===== config.mk =====
export PLATFORM = sky130hd
export DESIGN_NAME = auth_challenge_sequencer
export DESIGN_NICKNAME = d
export VERILOG_FILES = /design/src/rtl/auth_challenge_sequencer.sv
export SDC_FILE = /design/constraint.sdc
export NUM_CORES = 1
export LEC_CHECK = 0
export ABC_AREA = 1
export BUFFER_PORTS_ARGS = -buffer_cell sky130_fd_sc_hd__buf_2
export CAP_MARGIN = 40
export CORE_AREA = 4 4 226 228
export DETAILED_ROUTE_END_ITERATION = 7
export DIE_AREA = 0 0 230 232
export PLACE_DENSITY = 0.61
export SLEW_MARGIN = 25
export SYNTH_ARGS = -nofsm -noshare
export SYNTH_HDL_FRONTEND = slang
export SYNTH_SLANG_ARGS = --single-unit

===== constraint.sdc =====
create_clock -name clk -period 9.6 [get_ports clk]
set_input_delay 0.48 -clock clk [delete_from_list [all_inputs] [get_ports clk]]
set_output_delay 0.48 -clock clk [all_outputs]
set_load 0.03 [all_outputs]

===== src/rtl/auth_challenge_sequencer.sv =====
// auth_challenge_sequencer: drives the NLFSR auth core through load/run and returns its response with a watchdog.
module auth_challenge_sequencer #(
  parameter int TIMEOUT_SLACK = 16,
  parameter int CYC_W = 32
) (
  input  logic             clk,
  input  logic             rst,
  input  logic             chal_valid,
  output logic             chal_ready,
  input  logic [127:0]     chal_seed,
  input  logic [CYC_W-1:0] chal_cycle,
  output logic             resp_valid,
  input  logic             resp_ready,
  output logic [127:0]     resp_data,
  output logic             resp_err,
  input  logic             abort,
  output logic             busy,
  output logic [127:0]     seed_top,
  output logic [CYC_W-1:0] cycle,
  output logic             load,
  output logic             cnt_load,
  output logic             start_cnt,
  input  logic [127:0]     out_final,
  input  logic             cnt_done
);
  typedef enum logic [1:0] {IDLE, LOAD, RUN, RESP} state_t;
  state_t           state;
  logic [127:0]     seed_reg;
  logic [CYC_W-1:0] cycle_reg, wd, wd_inc, limit;
  logic [CYC_W:0]   sum;
  // limit saturates so a maximal run length cannot wrap the watchdog
  always_comb begin
    sum = {1'b0, cycle_reg} + (CYC_W+1)'(TIMEOUT_SLACK);
    limit = sum[CYC_W] ? '1 : sum[CYC_W-1:0];
    wd_inc = wd + CYC_W'(1);
  end
  assign seed_top = seed_reg;
  assign cycle = cycle_reg;
  always_ff @(posedge clk or negedge rst) begin
    if (!rst) begin
      state <= IDLE;
      chal_ready <= 1'b1;
      resp_valid <= 1'b0;
      resp_data <= '0;
      resp_err <= 1'b0;
      busy <= 1'b0;
      load <= 1'b0;
      cnt_load <= 1'b0;
      start_cnt <= 1'b0;
      seed_reg <= '0;
      cycle_reg <= '0;
      wd <= '0;
    end else if (abort) begin
      state <= IDLE;
      chal_ready <= 1'b1;
      resp_valid <= 1'b0;
      resp_data <= '0;
      resp_err <= 1'b0;
      busy <= 1'b0;
      load <= 1'b0;
      cnt_load <= 1'b0;
      start_cnt <= 1'b0;
    end else begin
      case (state)
        IDLE: if (chal_valid && chal_ready) begin
          seed_reg <= chal_seed;
          cycle_reg <= chal_cycle;
          chal_ready <= 1'b0;
          busy <= 1'b1;
          if (chal_cycle == '0) begin
            state <= RESP;
            resp_valid <= 1'b1;
            resp_data <= '0;
            resp_err <= 1'b1;
          end else begin
            state <= LOAD;
            load <= 1'b1;
            cnt_load <= 1'b1;
          end
        end
        LOAD: begin
          state <= RUN;
          load <= 1'b0;
          cnt_load <= 1'b0;
          start_cnt <= 1'b1;
          wd <= '0;
        end
        RUN: begin
          wd <= wd_inc;
          if (cnt_done || wd_inc >= limit) begin
            state <= RESP;
            start_cnt <= 1'b0;
            resp_valid <= 1'b1;
            resp_data <= cnt_done ? out_final : '0;
            resp_err <= !cnt_done;
          end
        end
        RESP: if (resp_ready) begin
          state <= IDLE;
          resp_valid <= 1'b0;
          busy <= 1'b0;
          chal_ready <= 1'b1;
        end
        default: state <= IDLE;
      endcase
    end
  end
endmodule


---- Word-level counts from Yosys, hierarchy flattened ----
Cells that the tools add are included.
word-level totals
  register bits after elaboration ......... 328
  input bits .............................. 294
  output and inout bits ................... 295
  logic and storage cells ................. 79
cells by class
  $add $sub $neg .......................... 2
  magnitude comparators ................... 1
  eq/ne operators ......................... 8
  muxes and demuxes ....................... 37
  bitwise gates (word level) .............. 1
  reductions and logical operators ........ 19
operators by type and width
  kind                                                                   count
  128-bit 2-to-1 mux                                                     5
  128-bit one-hot mux with 2 select lines                                1
  32-bit one-hot mux with 2 select lines                                 1
  32-bit by 5-bit adder with 33-bit output, second input constant        1
  32-bit by 1-bit adder with 32-bit output, second input constant        1
  32-bit greater-or-equal comparator                                     1
  32-bit logical NOT                                                     1
  32-bit 2-to-1 mux                                                      1
  1-bit 2-to-1 mux                                                       17
  3-bit inequality test, second input constant                           5
  3-bit AND reduction                                                    4
  3-bit nonzero test                                                     4
  2-bit 2-to-1 mux                                                       5
  1-bit one-hot mux with 2 select lines                                  5
  2-bit one-hot mux with 4 select lines                                  1
  5-bit AND reduction                                                    1
  2-bit equality test, second input constant                             2
  2-bit AND reduction                                                    2
  4-bit AND reduction                                                    1
  4-bit nonzero test                                                     1
  1-bit one-hot mux with 3 select lines                                  1
  2-bit by 1-bit equality test with 1-bit output, second input constant  1
  2-bit logical NOT                                                      1
  2-bit nonzero test                                                     1
  other kinds (4)                                                        4

---- Longest topological paths before layout ----
  depth after elaboration ................. 7
  gate-level depth with buffers ........... 29
  depth with buffers taken out ............ 27

---- Least setup slack after synthesis ----
No wires, ideal clock.
  path type ............................... register -> register
  start point ............................. reg cycle_reg[5], in the netlist cycle[5]
  end point ............................... reg resp_data[100]
  setup time .............................. 0.118 ns
  arrival ................................. 3.387 ns
  data required time ...................... 9.482 ns
  slack ................................... 6.095 ns
  stages on the path, launching flop included .. 30
  path buffers ............................ 4
  period minus slack after synthesis ...... 3.505 ns
  cells stage by stage .................... dfrtp_1 -> ha_1 -> nand2_1 -> inv_1 -> nand2_1 -> nor2_1 -> nand3_1 -> nor2_2 -> nand4_1 -> nor2_1 -> buf_4 -> a21oi_1 -> ha_1 -> nand2_1 -> inv_1 -> nand2_1 -> nand2_1 -> nor2_1 -> nand2_1 -> nand2_1 -> nand2_1 -> nand2_1 -> nand2_1 -> nand2_1 -> nand2_1 -> buf_4 -> buf_4 -> buf_4 -> nand3_1 -> nand2_1
on the way
  word-level cells in the longest chain between the ends .. 6
RTL lines
  what                                      RTL line  source
  start: declaration                        29        logic [CYC_W-1:0] cycle_reg, wd, wd_inc, limit;
  start signal: assignment                  67        cycle_reg <= chal_cycle;
  32-bit by 5-bit adder with 33-bit output  33        sum = {1'b0, cycle_reg} + (CYC_W+1)'(TIMEOUT_SLACK);
  32-bit 2-to-1 mux                         34        limit = sum[CYC_W] ? '1 : sum[CYC_W-1:0];
  32-bit greater-or-equal comparator        90        if (cnt_done || wd_inc >= limit) begin
  1-bit logical OR                          90
  3-bit inequality test (no line)           --
  4-bit AND reduction (no line)             --
  end signal: assignment                    94        resp_data <= cnt_done ? out_final : '0;
  end: declaration                          14        output logic [127:0] resp_data,
No other way between the ends.
A chain may end at the register's enable or synchronous reset.

---- Worst setup path in the final report ----
  start point ............................. reg cycle_reg[4], in the netlist cycle[4]
  end point ............................... reg resp_data[29]
The elaborated chain is that of the path after synthesis.

==> flow_summary.json <==
{
  "required_ns": 10.10,
  "layout-drive-gt1-share": 0.340,
  "power_density_mw_per_mm2": 287,
  "gp_congestion": 0.925,
  "drt_wl_total_um": 56200,
  "clock_power_share": 0.260,
  "drcViolationCount": 0,
  "fillers": 4884,
  "fmax_ghz": 0.197,
  "root_buffer": "clkbuf_16",
  "die_width_um": 230,
  "initial_utilization": 0.335,
  "fin_nets": 2783,
  "synth-seq-cells": 328,
  "antenna_found_initial": 7,
  "layout_common_cells": "buf_2 (587), nand2_1 (554), dfrtp_1 (327)",
  "hold_path.class": "in2reg",
  "intPower_uw": 3540,
  "cap_violations": 0,
  "viasPerCell": 4.76,
  "synth_top_area_share": 0.500,
  "p_switching_uw": 2610,
  "status": "complete, no violations",
  "dieArea_mm2": 0.0534,
  "synthCells": 1893,
  "hold_ws_ns": 0.150,
  "cp-end-kind": "flop",
  "rows": 81,
  "rr_endpoint": "resp_data[29]$_DFFE_PN0P_",
  "synth_cell_type_count": 37,
  "dr.pass1.iters": 8,
  "crit_start": "cycle[4]$_DFFE_PN0P_",
  "syn_area_mm2": 0.0163,
  "finalCritPeriodShare": 0.529,
  "wl_per_cell_um": 17.8,
  "seqPwrFrac": 0.335,
  "grt_use_total": 0.201,
  "synth_nets": 2225,
  "worstMarginPinSlew_ns": 0.790,
  "hpwlAfterDp_um": 42200,
  "start_kind": "flop",
  "setup_viol": 0,
  "die_h_um": 232,
  "tns_ns": 0,
  "worstSkewPairLatency_ns": 0.56,
  "worstSetupPathType": "reg2reg",
  "ctsHtreeMaxLevel": 2,
  "seq_area_mm2": 0.00821,
  "fin_crit_ns": 5.08,
  "vdd_drop_max_mv": 0.206,
  "r2r_start": "cycle[4]$_DFFE_PN0P_",
  "p_total_uw": 6150,
  "synth-edff-count": 0,
  "clockBufferDepth": 3,
  "grt_pass1_vias": 15000,
  "arrival_ns": 5.58,
  "ys_warn_count": 0,
  "multiInputGateArea_mm2": 0.00703,
  "cts-buffers-inserted": 40,
  "io-pin-count": 589,
  "ys_seq_area_frac": 0.502,
  "yosysTopAreaCell": "dfrtp_1",
  "num_vias": 15000,
  "r2r_setup_slack_ns": 4.52,
  "critPathCapture": "resp_data[29]$_DFFE_PN0P_",
  "hold_violations": 0,
  "io_buffer_count": 588,
  "relSlewSlack": 0.473,
  "synth_ff_type": "dfrtp_1",
  "first_iter_violations": 1015,
  "grt-ovfl-total": 0,
  "power_leakage_uw": 0.0117,
  "synth.avg_cell_area_um2": 8.64,
  "synth_area_leaders": "dfrtp_1 (50%), nand2_1 (13%), mux2_2 (9.3%)",
  "core_area_mm2": 0.0488,
  "fin_worst_skew_ns": 0.0101,
  "clock-sinks": 328,
  "path_clk_slew_ns": 0.06,
  "final_common_cell": "buf_2",
  "crit_fanout": 65,
  "switching_share": 0.424,
  "grt_max_degree": 86,
  "rsz0062_at_grt": "no",
  "dp_slack_ns": 4.53,
  "post_cts_buffers": 0,
  "r2r_cells": 26,
  "slew_violations": 0,
  "postSynth.asyncResetShare": 1.00,
  "cts_tree": "yes",
  "area_growth_pct": 30.8,
  "worst_slack_ns": 4.52,
  "grt_pass1_wl_um": 85600,
  "drtAntennaViolNets": 0,
  "comb_power_share": 0.405
}
-- power groups by stage --
stage	registers, µW	logic [µW]	clock network (µW)
2_1_floorplan	2790	971	0
3_3_place_gp	2060	2450	0
3_5_place_dp	2080	2480	0
4_1_cts	2060	2490	1650
5_1_grt	2110	2670	1710
6_report	2060	2490	1600
-- metrics by stage --
step	instance area [µm²]	instances	utilization
floorplan	16300	1893	-
global placement	19700	3059	0.403
detailed placement	19800	3065	0.405
CTS	21200	3138	0.434
global route	21400	3148	0.438
finish	21400	3149	0.438
-- worst min path at each step --
| stage | from | end | slack (ns) | cells after the start |
|---|---|---|---|---|
| after floorplan | rst | busy$_DFFE_PN0P_ | 0.18 | 0 |
| after global placement | resp_data[55]$_DFFE_PN0P_ | resp_data[55]$_DFFE_PN0P_ | 0.45 | 2 |
| after detailed placement | resp_data[96]$_DFFE_PN0P_ | resp_data[96]$_DFFE_PN0P_ | 0.45 | 2 |
| after CTS | chal_seed[34] | seed_top[34]$_DFFE_PN0P_ | 0.11 | 2 |
| after global routing | chal_seed[24] | seed_top[24]$_DFFE_PN0P_ | 0.12 | 2 |
| final | chal_seed[126] | seed_top[126]$_DFFE_PN0P_ | 0.15 | 2 |
-- Yosys cell counts, types with 22 or more instances --
library cell	instances
inv_1	150
nand3_1	159
nand2_1	557
a21oi_1	35
nor3_1	28
nand4_1	26
mux2_2	135
clkbuf_1	46
xor2_1	23
nor2_1	209
o21ai_0	38
buf_4	22
ha_1	38
dfrtp_1	327
-- metal layers --
layer	track usage	part of all wire
met1	0.254	0.41
met2	0.328	0.47
met3	0.0580	0.082
met4	0.0735	0.036
met5	0	0.00071
-- area by class of cell --
cell class | instances | area share
multi-input cells | 1314 | 0.329
diodes | 4 | 0.000468
repair buffers | 615 | 0.156
clock buffers | 53 | 0.0538
flip-flops and latches | 328 | 0.384
inverters | 152 | 0.0267
well taps | 664 | 0.0388
clock inverters | 19 | 0.0115
-- cells by family after synthesis --
logic type               share of synthesized area
multiplexers                                0.0930
adder cells (fa/ha/maj)                     0.0291
flip-flops                                   0.502
XOR/XNOR                                    0.0150
AO/OA/AOI/OAI                               0.0331
buffers and inverters                       0.0694
AND/OR/NAND/NOR                              0.258
-- critical path, stage by stage (launching register included) --
cell and delay (ns):
dfrtp_1 0.41, ha_1 0.23, nand2_1 0.07, inv_1 0.11
nand2_1 0.11, nor2_1 0.15, nand3_1 0.13, nor2_2 0.20
nand4_1 0.16, nor2_1 0.12, buf_4 0.25, a21oi_1 0.08
ha_1 0.29, a21oi_1 0.15, nand2_1 0.07, nor2_1 0.09
nand2_1 0.06, nand2_1 0.06, nand2_1 0.06, nand2_1 0.06
nand2_1 0.05, nand2_1 0.09, nand2_4 0.31, nand2_4 0.73
buf_4 0.67, nand2_1 0.13, nand2_1 0.08
-- repair_timing --
action                    4_1_cts  5_1_grt
gates resized for setup         0        0
hold buffers                    1        0
hold endpoints to repair       67        0
Power figures use the tool's default switching activity.
